`config.mk`:
```
export PLATFORM = sky130hd
export DESIGN_NAME = matrix_ascii_tx
export DESIGN_NICKNAME = d
export VERILOG_FILES = /design/src/rtl/matrix_ascii_tx.sv
export SDC_FILE = /design/constraint.sdc
export NUM_CORES = 1
export LEC_CHECK = 0
export BUFFER_PORTS_ARGS = -buffer_cell sky130_fd_sc_hd__buf_2
export CAP_MARGIN = 20
export CORE_ASPECT_RATIO = 2
export CORE_UTILIZATION = 47
export DETAILED_ROUTE_END_ITERATION = 8
export GPL_TIMING_DRIVEN = 0
export PLACE_DENSITY_LB_ADDON = 0.25
export SYNTH_ARGS = -nofsm -noshare
export SYNTH_HDL_FRONTEND = slang
export SYNTH_SLANG_ARGS = --single-unit
```
`constraint.sdc`:
```
create_clock -name clk -period 29.6 [get_ports clk]
set_input_delay 2.96 -clock clk [delete_from_list [all_inputs] [get_ports clk]]
set_output_delay 2.96 -clock clk [all_outputs]
set_load 0.01 [all_outputs]
```
`src/rtl/matrix_ascii_tx.sv`:
```
// Prints a signed matrix from synchronous storage as ASCII decimal text, row-major, space/LF separated.
// One read per element, up to 10 divide-by-ten steps, then one byte per cycle while tx_ready holds.
module matrix_ascii_tx #(
  parameter int DATA_WIDTH = 32,
  parameter int ADDR_WIDTH = 14
) (
  input  logic                  clk,
  input  logic                  rst,
  input  logic                  start,
  input  logic [ADDR_WIDTH-1:0] base_addr,
  input  logic [7:0]            rows,
  input  logic [7:0]            cols,
  output logic                  busy,
  output logic                  done,
  output logic                  error,
  output logic [ADDR_WIDTH-1:0] storage_rd_addr,
  input  logic [DATA_WIDTH-1:0] storage_rd_data,
  output logic [7:0]            tx_data,
  output logic                  tx_valid,
  input  logic                  tx_ready
);

  typedef enum logic [2:0] {
    IDLE, READ, WAIT, CONV, SEND_SIGN, SEND_DIGIT, SEND_SEP, FINISH
  } state_t;

  localparam logic [DATA_WIDTH-1:0] TEN = DATA_WIDTH'(10);

  state_t                  state, state_nx;
  logic [ADDR_WIDTH-1:0]   rd_addr;
  logic [7:0]              rows_q, cols_q, row_cnt, col_cnt;
  logic                    neg;
  logic [DATA_WIDTH-1:0]   mag, mag_div, mag_mod;
  logic [3:0]              digs [0:9];
  logic [3:0]              ndig, dig_idx;
  logic                    last_col, last_row;

  assign storage_rd_addr = rd_addr;
  assign mag_div  = mag / TEN;
  assign mag_mod  = mag % TEN;
  assign last_col = (col_cnt == cols_q - 8'd1);
  assign last_row = (row_cnt == rows_q - 8'd1);

  always_ff @(posedge clk or posedge rst) begin
    if (rst) state <= IDLE;
    else     state <= state_nx;
  end

  always_comb begin
    state_nx = state;
    busy     = (state != IDLE);
    done     = 1'b0;
    tx_valid = 1'b0;
    tx_data  = 8'h00;
    case (state)
      IDLE:      if (start && rows != 8'd0 && cols != 8'd0) state_nx = READ;
      READ:      state_nx = WAIT;
      WAIT:      state_nx = CONV;
      CONV:      if (mag_div == '0) state_nx = neg ? SEND_SIGN : SEND_DIGIT;
      SEND_SIGN: begin
        tx_valid = 1'b1;
        tx_data  = 8'h2D;
        if (tx_ready) state_nx = SEND_DIGIT;
      end
      SEND_DIGIT: begin
        tx_valid = 1'b1;
        tx_data  = {4'h3, digs[dig_idx]};
        if (tx_ready && dig_idx == 4'd0) state_nx = SEND_SEP;
      end
      SEND_SEP: begin
        tx_valid = 1'b1;
        tx_data  = last_col ? 8'h0A : 8'h20;
        if (tx_ready) state_nx = (last_col && last_row) ? FINISH : READ;
      end
      FINISH:    begin
        done     = 1'b1;
        state_nx = IDLE;
      end
      default:   state_nx = IDLE;
    endcase
  end

  always_ff @(posedge clk or posedge rst) begin
    if (rst) begin
      rd_addr <= '0;
      rows_q  <= '0;
      cols_q  <= '0;
      row_cnt <= '0;
      col_cnt <= '0;
      neg     <= 1'b0;
      mag     <= '0;
      ndig    <= '0;
      dig_idx <= '0;
      error   <= 1'b0;
      for (int i = 0; i < 10; i++) digs[i] <= '0;
    end else begin
      error <= 1'b0;
      case (state)
        IDLE: if (start) begin
          if (rows != 8'd0 && cols != 8'd0) begin
            rows_q  <= rows;
            cols_q  <= cols;
            row_cnt <= '0;
            col_cnt <= '0;
            rd_addr <= base_addr;
          end else begin
            error <= 1'b1;
          end
        end
        WAIT: begin
          // Two's-complement negate into an unsigned magnitude so the most negative value fits.
          neg  <= storage_rd_data[DATA_WIDTH-1];
          mag  <= storage_rd_data[DATA_WIDTH-1] ? (~storage_rd_data + 1'b1) : storage_rd_data;
          ndig <= '0;
        end
        CONV: begin
          // Digits are produced least-significant first and replayed in reverse.
          digs[ndig] <= mag_mod[3:0];
          mag        <= mag_div;
          ndig       <= ndig + 4'd1;
          if (mag_div == '0) dig_idx <= ndig;
        end
        SEND_DIGIT: if (tx_ready && dig_idx != 4'd0) dig_idx <= dig_idx - 4'd1;
        SEND_SEP: if (tx_ready && !(last_col && last_row)) begin
          rd_addr <= rd_addr + 1'b1;
          if (last_col) begin
            col_cnt <= '0;
            row_cnt <= row_cnt + 8'd1;
          end else begin
            col_cnt <= col_cnt + 8'd1;
          end
        end
        default: ;
      endcase
    end
  end

endmodule

```
; ---- Word level (Yosys, flattened, before mapping)
; Cells that the tools add are included.
[totals]
output_inout_bits = 26
elab_cells = 120
input_bits = 66
regBits = 131
[classes]
reduce_logical = 25
eq_ne = 19
mux = 39
add_sub_neg = 8
magnitude_cmp = 3
div = 2
n_bitwise = 3
[ops]
columns = cell, count
row1 = 32-bit case mux with 2 select lines, 1
row2 = 8-bit 2-to-1 mux, 6
row3 = 14-bit 2-to-1 mux, 3
row4 = 40-bit bitwise mux, 1
row5 = "32-bit by 1-bit adder with 32-bit output, second input constant", 1
row6 = "32-bit by 4-bit divider with 32-bit output, second input constant", 1
row7 = 32-bit zero test, 1
row8 = "32-bit by 4-bit remainder unit with 32-bit output, second input constant", 1
row9 = 32-bit 2-to-1 mux, 1
row10 = 32-bit inverter, 1
row11 = 8-bit case mux with 2 select lines, 2
row12 = 14-bit case mux with 2 select lines, 1
row13 = 3-bit case mux with 8 select lines, 1
row14 = 4-bit 2-to-1 mux, 5
row15 = "2-bit != test, second input constant", 10
row16 = 3-bit 2-to-1 mux, 6
row17 = 6-bit case mux with 3 select lines, 1
row18 = "8-bit by 1-bit adder with 8-bit output, second input constant", 2
row19 = 4-bit binary-select mux with 4-bit select, 1
row20 = 4-bit demux with 4-bit select, 1
row21 = 8-bit equality test, 2
row22 = 4-bit case mux with 2 select lines, 2
row23 = 8-bit nonzero test, 2
row24 = "8-bit by 1-bit subtractor with 8-bit output, second input constant", 2
row25 = 22 further kinds, 44

; ---- Longest topological paths before layout
; Gate-level depths: netlist (run 1).
[depth]
word_depth = 7
ltp_mapped = 48
ltp_nobuf = 36

; ---- Worst setup path after synthesis (run 1)
; OpenSTA, ideal clock, no wires.
[synth_path]
path_kind = register to register
startpoint = reg mag[30]
endpoint = reg digs[11] in the netlist's numbering
stages_incl_launch_ff = 42
n_path_buf = 5
required_time_ns = 29.475
path_slack_ns = 19.403
setup_ns = 0.125
t_arrival_ns = 10.072
period_less_slack_ns = 10.197
path_cell_list = dfrtp_1 > buf_4 > nor3b_1 > a22o_1 > a21o_1 > mux2_2 > or2_1 > a22o_1 > a221o_1 > o32a_1 > a21oi_2 > o32ai_1 > or4_1 > o211ai_2 > o311a_1 > buf_4 > nor2_2 > o311a_1 > [6 not listed] > buf_2 > nor3_1 > or4_4 > or3_1 > buf_2 > a221o_1 > nand3_1 > nand3_1 > a21oi_1 > o221ai_2 > buf_2 > or2_2 > o211a_2 > o32ai_2 > a211oi_2 > o21ba_2 > o22ai_4 > mux2_2
[synth_via]
elab_chain_len = 2
[synth_lines]
columns = item, line_no
row1 = start: declaration, 33  ; logic [DATA_WIDTH-1:0] mag, mag_div, mag_mod;
row2 = start signal: assignment, 113  ; mag <= storage_rd_data[DATA_WIDTH-1] ? (~storage_rd_data + 1'b1) : storage_rd_data;
row3 = start signal: assignment, 119  ; mag <= mag_div;
row4 = 32-bit by 4-bit remainder unit with 32-bit output, 40  ; assign mag_mod = mag % TEN;
row5 = 40-bit bitwise mux, 118  ; digs[ndig] <= mag_mod[3:0];
row6 = end signal: indexed assignment, 118
row7 = end: declaration, 34  ; logic [3:0] digs [0:9];
; No other way between the ends.
; A chain may end at the register's enable or synchronous reset.

; ---- Worst setup path in the final report (run 1)
[layout_path]
startpoint = reg mag[27]
endpoint = reg digs[17] in the netlist's numbering
; Same word-level chain as after synthesis.

==> results of run 1 <==
## synthesized netlist by cell type (10+ instances only)
library cell | count | share of area [%]
mux2_2 | 41 | 3.4
o21a_1 | 18 | 1.0
buf_2 | 20 | 0.74
nor2_1 | 146 | 4.0
nand4_1 | 22 | 1.0
dfrtp_1 | 131 | 24
o211ai_1 | 20 | 1.1
a221o_1 | 10 | 0.74
nand2_1 | 183 | 5.1
nor4_1 | 22 | 1.0
or2_2 | 10 | 0.46
o31ai_1 | 22 | 1.2
nand3_1 | 62 | 2.3
nor3b_1 | 13 | 0.72
nor3_1 | 55 | 2.0
a21oi_1 | 109 | 4.0
a31oi_1 | 25 | 1.2
or4_1 | 10 | 0.55
xnor2_1 | 33 | 2.1
nand2b_1 | 18 | 0.83
and3_1 | 22 | 1.0
inv_1 | 45 | 1.2
mux2i_1 | 12 | 0.88
xor2_1 | 40 | 2.6
o21ai_0 | 150 | 5.5
o2111ai_1 | 11 | 0.71
ha_1 | 11 | 1.0
a221oi_1 | 10 | 0.65
a211oi_1 | 25 | 1.4
o21ai_1 | 39 | 1.4
a21o_1 | 12 | 0.66
buf_1 | 10 | 0.28
or3_1 | 21 | 0.97
clkbuf_1 | 95 | 2.6
o22ai_1 | 15 | 0.69
nor2b_1 | 12 | 0.55
## how the worst max path moves through the flow
stage	slack, ns	from	endpoint
floorplan	19.40	mag[30]	digs[11]
global placement	16.91	mag[30]	digs[9]
global route	15.77	mag[30]	digs[17]
CTS	16.90	mag[27]	digs[13]
finish	16.36	mag[27]	digs[17]
detailed placement	16.95	mag[30]	digs[13]
## stage by stage
stage / hold slack [ns] / area [sq um] / util, % / setup WS, ns / instances
after floorplan: 0.450 / 13600 / - / 19.40 / 1770
after global placement: 0.462 / 14500 / 51.1 / 16.91 / 2215
after detailed placement: 0.475 / 14500 / 51.2 / 16.95 / 2216
after CTS: 0.488 / 15100 / 53.3 / 16.90 / 2248
after global routing: 0.507 / 15100 / 53.4 / 15.77 / 2249
final: 0.485 / 15100 / 53.4 / 16.36 / 2250
## area by class of cell
class / count / area, sq um
inverter: 53 / 204
clock inverter: 10 / 124
buffer: 133 / 558
clock buffer: 22 / 474
multi-input combinational: 1453 / 9540
antenna: 2 / 5.00
fill: 2768 / 13200
tap: 356 / 445
sequential: 131 / 3280
timing repair buffer: 90 / 473
## routing by layer
metal / part of all wire [%] / wire (um) / vias up / track usage (%)
met5: 0.079 / 40 / - / 0
met4: 7.8 / 3980 / 6 / 26.3
met3: 6.2 / 3130 / 290 / 6.57
met2: 52 / 26400 / 748 / 62.2
met1: 34 / 17100 / 7251 / 33.2
li1: - / - / 6975 / -
## state kept, by name (all words and copies together) (netlist names)
register	count
cols_q	8
ndig	4
digs	40
dig_idx	4
state	3
rows_q	8
storage_rd_addr	14
col_cnt	8
row_cnt	8
mag	32
error	1
neg	1
## worst reg2reg max path: cells and delay by family, from the launching register on
| family | cells | cell delay [ns] |
|---|---|---|
| compound gates | 24 | 7.19 |
| xor+xnor | 1 | 0.18 |
| buf+inv | 5 | 1.77 |
| flops | 1 | 0.40 |
| mux | 1 | 0.47 |
| simple gates | 9 | 3.08 |
## cells by family after synthesis
logic type | Yosys count
AO/OA/AOI/OAI | 653
AND/OR/NAND/NOR | 647
buffers and inverters | 186
flip-flops | 131
XOR/XNOR | 75
multiplexers | 63
adder cells (fa/ha/maj) | 13
other | 1
==> run_results.csv, run 1 <==
group,metric,value,unit
synthesis,synth-async-reset-ratio,100,%
grt,antenna_found_initial,5,
worst_setup_path,crit_family,"compound AO/OA/AOI/OAI gates",
worst_setup_path,worstSetupEndpointType,"flip-flop",
layout,nets,1956,
worst_setup_path,r2r-start,"mag[27]",
grt,grt_pass1_wl,79.0,mm
cts,htree_levels,4,
worst_setup_path,critPathBufInv,5,
synthesis,yosys.area_share.xor_xnor,4.95,%
route,via_per_inst,6.79,
sta,skew,0.0138,ns
worst_setup_path,r2r-end,"digs[17]",
worst_setup_path,required,29.89,ns
synthesis,synth-compound-area-share,34.6,%
cts,cts.path.max_buffers,2,
sta,setup_viol,0,
die,initial_core_util,48.0,%
synthesis,synthMuxAreaShare,5.88,%
cts,clockRootBuffer,"clkbuf_16",
sta,fin_crit,13.24,ns
die,io-pin-count,92,
synthesis,synthCells,1769,
die,die_x,122,um
die,rows,87,
layout,final_common_cell,"nand2_1",
cts,clk_latency,0.44,ns
synthesis,yosys.area_share.simple,23.6,%
flow_run,maxCapViolations,0,
run_status,outcome,"complete, no violations",
route,wirelength,50.7,mm
synthesis,yosysUniqueCellTypes,115,
layout,area_growth,11.3,%
route,post_drt_wl_per_cell,22.5,um
cts,cts-hold-fix-buffers,0,
cts,numCtsBuffers,17,
route,first_pass_iters,6,
worst_hold_path,hold_start,"digs[37]",
worst_hold_path,min_path_type,"flip-flop to flip-flop",
route,drcViolationCount,0,
placed_design,hpwl,38.6,mm
sta,tightest_slew,0.808,ns
synthesis,yosysSeqAreaShare,24.2,%
cts,post_cts_resized,0,
sta,rsz0062_at_grt,"false",
synthesis,synth_edf_count,0,
placed_design,gp_congestion,0.995,
synthesis,synth_top_family_by_area,"compound AO/OA/AOI/OAI gates",
synthesis,yosys_warnings,0,
cts,tritoncts,"yes",
route,initialDrtViolationCount,1089,
die,dieArea,29600,sq um
layout,final_cell_mix,"nand2_1, o21ai_0, nor2_1",
sta,slew-limit-headroom,46.2,%
worst_hold_path,holdPathEnd,"digs[37]",
cts,cts_sinks,131,
sta,finalMaxSlewViolations,0,
sta,fin_setup_tns,0,ns
grt,grt_pass1_vias,15100,
cts,postCtsSetupRepairBufs,0,
worst_hold_path,holdPathStages,2,
sta,fmax,75.5,MHz
cts,clk_pin_slew,0.07,ns
synthesis,avgSynthCellArea,7.67,sq um
synthesis,synth_seq_cells,131,
worst_setup_path,r2r_setup_slack,16.36,ns
route,postRouteAntennaNets,0,
grt,grt_overflow,0,
worst_setup_path,crit_fanout,10,
sta,finalCritPeriodShare,44.7,%
sta,hold_viol,0,
die,die_y,242,um
synthesis,synth-adder-area-share,1.16,%
placed_design,port_buffers,89,
worst_setup_path,crit_path_start_kind,"flip-flop",
grt,gr-usage-all-layers,34.3,%
route,vias,15300,
worst_setup_path,slowest_delay,0.63,ns
worst_setup_path,critPathKind,"flip-flop to flip-flop",
worst_setup_path,rr_worst_depth,40,
die,core_area,28300,sq um
worst_setup_path,cp_data_arrival_time,13.54,ns
grt,grt_max_degree,94,
synthesis,syn_area,13600,sq um
layout,drive_above_1_share,14.8,%
worst_setup_path,cp.depth,40,
worst_setup_path,critPathSlowestCell,"a2111oi_1",
synthesis,synth_ff_type,"dfrtp_1",
Power of run 1 is not shown: default switching activity piles up to over one toggle a cycle in this logic, so the estimate is an artifact.
==> run 2, diff against run 1 <==
--- a/config.mk
+++ b/config.mk
@@ -5,6 +5,7 @@
 export SDC_FILE = /design/constraint.sdc
 export NUM_CORES = 1
 export LEC_CHECK = 0
+export ABC_AREA = 1
 export BUFFER_PORTS_ARGS = -buffer_cell sky130_fd_sc_hd__buf_2
 export CAP_MARGIN = 20
 export CORE_ASPECT_RATIO = 2
==> constraint.sdc (replaced) <==
create_clock -name clk -period 13.68 [get_ports clk]
set_input_delay 1.368 -clock clk [delete_from_list [all_inputs] [get_ports clk]]
set_output_delay 1.368 -clock clk [all_outputs]
set_load 0.01 [all_outputs]
==> run_results.csv, run 2 <==
group,metric,value,unit
route,postRouteAntennaNets,0,
grt,grt_max_degree,87,
synthesis,synth_top_family_by_area,"simple AND/OR/NAND/NOR gates",
worst_setup_path,r2r_setup_slack,2.26,ns
worst_setup_path,critPathSlowestCell,"mux2i_1",
synthesis,synthCells,1476,
route,wirelength,27.6,mm
layout,diodes,0,
synthesis,synth_seq_cells,131,
cts,clockRootBuffer,"clkbuf_16",
synthesis,synth_top_cell_area_share,31.8,%
synthesis,yosys_warnings,0,
worst_hold_path,hold_start,"digs[15]",
route,initialDrtViolationCount,378,
synthesis,ys_top_cells_by_count,"nand2_1, inv_1, nand3_1",
worst_setup_path,crit_path_start_kind,"flip-flop",
worst_setup_path,crit_family,"simple AND/OR/NAND/NOR gates",
synthesis,synth-compound-area-share,12.1,%
die,dieArea,22500,sq um
worst_hold_path,holdPathStages,2,
grt,grt_pass1_vias,10200,
cts,cts_sinks,131,
die,die_y,211,um
die,rows,76,
layout,final_common_cell,"nand2_1",
synthesis,syn_area,10300,sq um
route,wl_met3,971,um
worst_setup_path,critPathKind,"flip-flop to flip-flop",
synthesis,yosys.area_share.simple,40.7,%
cts,htree_levels,4,
synthesis,avgSynthCellArea,6.98,sq um
run_status,outcome,"complete, no violations",
cts,clk_pin_slew,0.06,ns
die,die_x,107,um
cts,post_cts_resized,0,
route,drcViolationCount,0,
route,vias,9966,
grt,antenna_found_initial,0,
synthesis,yosysSeqAreaShare,31.8,%
layout,final_cell_mix,"nand2_1, inv_1, nand3_1",
synthesis,synth_ff_type,"dfrtp_1",
placed_design,placed_area,11100,sq um
sta,setup_viol,0,
layout,final_area,11800,sq um
synthesis,synth.most_common_cell,"nand2_1",
layout,drive_above_1_share,20.2,%
cts,tritoncts,"yes",
worst_setup_path,crit_fanout,10,
cts,postCtsSetupRepairBufs,0,
die,io-pin-count,92,
die,initial_core_util,47.9,%
placed_design,pre_cts_ws,2.27,ns
synthesis,synth-async-reset-ratio,100,%
sta,layout_setup_ws,2.26,ns
synthesis,synth_edf_count,0,
route,first_pass_iters,5,
layout,largest-register,"digs",
route,post_drt_wl_per_cell,14.8,um
sta,fmax,87.6,MHz
sta,slew-limit-headroom,32.2,%
cts,clk_latency,0.43,ns
worst_setup_path,slowest_delay,0.42,ns
synthesis,yosysUniqueCellTypes,56,
grt,grt_pass1_wl,45.4,mm
sta,skew,0.0119,ns
sta,finalHoldWorstSlack,0.473,ns
flow_run,maxCapViolations,0,
sta,rsz0062_at_grt,"false",
placed_design,hpwl,21.7,mm
grt,grt_overflow,0,
synthesis,synth-adder-area-share,1.34,%
synthesis,yosysTopAreaCell,"dfrtp_1",
synthesis,synth_area_leaders,"dfrtp_1, nand2_1, nand3_1",
grt,gr-usage-all-layers,25.4,%
placed_design,port_buffers,88,
route,met2_length,15.9,mm
worst_setup_path,r2r-end,"dig_idx[1]",
cts,cts.path.max_buffers,2,
layout,fillCellCount,2176,
route,met1_length,9.77,mm
worst_setup_path,r2r-start,"mag[29]",
worst_setup_path,rr_worst_depth,111,
worst_setup_path,worstSetupEndpointType,"flip-flop",
die,core_area,21500,sq um
route,top_layer,"met4",
worst_setup_path,critPathBufInv,5,
route,via_per_inst,5.33,
sta,fin_crit,11.42,ns
sta,finalCritPeriodShare,83.5,%
sta,tightest_slew,1.01,ns
worst_setup_path,cp_data_arrival_time,11.74,ns
cts,cts-hold-fix-buffers,0,
cts,numCtsBuffers,17,
layout,nets,1662,
sta,hold_viol,0,
layout,largest_reg_flops,40,
synthesis,yosys.area_share.xor_xnor,4.59,%
synthesis,synthMuxAreaShare,0.304,%
worst_hold_path,holdPathEnd,"digs[15]",
sta,fin_setup_tns,0,ns
worst_setup_path,required,14.00,ns
worst_hold_path,min_path_type,"flip-flop to flip-flop",
worst_setup_path,cp_common_cell,"nand2_2",
layout,area_growth,14.6,%
placed_design,gp_congestion,0.863,
sta,finalMaxSlewViolations,0,
-- run 2: changes by cell type after synthesis, sizes merged, moves of 68 or more --
| cell | previous run | this run |
|---|---|---|
| inv | 48 | 199 |
| nand2 | 186 | 514 |
| o21ai | 193 | 92 |
| nand3 | 62 | 163 |
| a21oi | 113 | 38 |
| clkbuf | 95 | 27 |
-- run 2: cells by family after synthesis --
logic type | Yosys count
compound gates | 200
fa+ha+maj | 11
flops | 131
mux | 3
simple gates | 840
other cells | 1
xor+xnor | 54
buf+inv | 236
-- run 2: area by class of cell --
class / count / area [sq um] / share of cell area (%)
clock inverters: 8 / 169 / 1.43
well taps: 273 / 342 / 2.90
flip-flops and latches: 131 / 3280 / 27.8
multi-input cells: 1110 / 6080 / 51.6
inverters: 203 / 776 / 6.58
plain buffers: 33 / 170 / 1.44
repair buffers: 89 / 468 / 3.97
clock buffers: 24 / 512 / 4.34
-- run 2: worst max path at each step --
stage                        from         end  depth (start not counted)
after floorplan           mag[31]  dig_idx[0]                        117
after global placement    mag[29]  dig_idx[1]                        113
after detailed placement  mag[29]  dig_idx[1]                        115
after CTS                 mag[29]  dig_idx[1]                        115
after global routing      mag[29]     digs[5]                        120
final                     mag[29]  dig_idx[1]                        111
-- run 2: per-layer routing --
| metal | track usage (%) | up-vias |
|---|---|---|
| li1 | - | 5048 |
| met1 | 23.1 | 4641 |
| met2 | 52.3 | 216 |
| met3 | 4.13 | 61 |
| met4 | 11.9 | 0 |
| met5 | 0 | - |
-- run 2: tightest hold or removal path, stage by stage, from the launching register on --
cell and delay [ns]:
dfrtp_1 0.33, nand2_1 0.05, nand2_1 0.06
-- run 2: stage by stage --
step                      util, %  cells
after global routing         54.9   1871
after detailed placement     51.7   1839
after CTS                    54.9   1871
final                        54.9   1871
after floorplan                 -   1477
after global placement       51.6   1838
Power of run 2 is left out for the same reason.
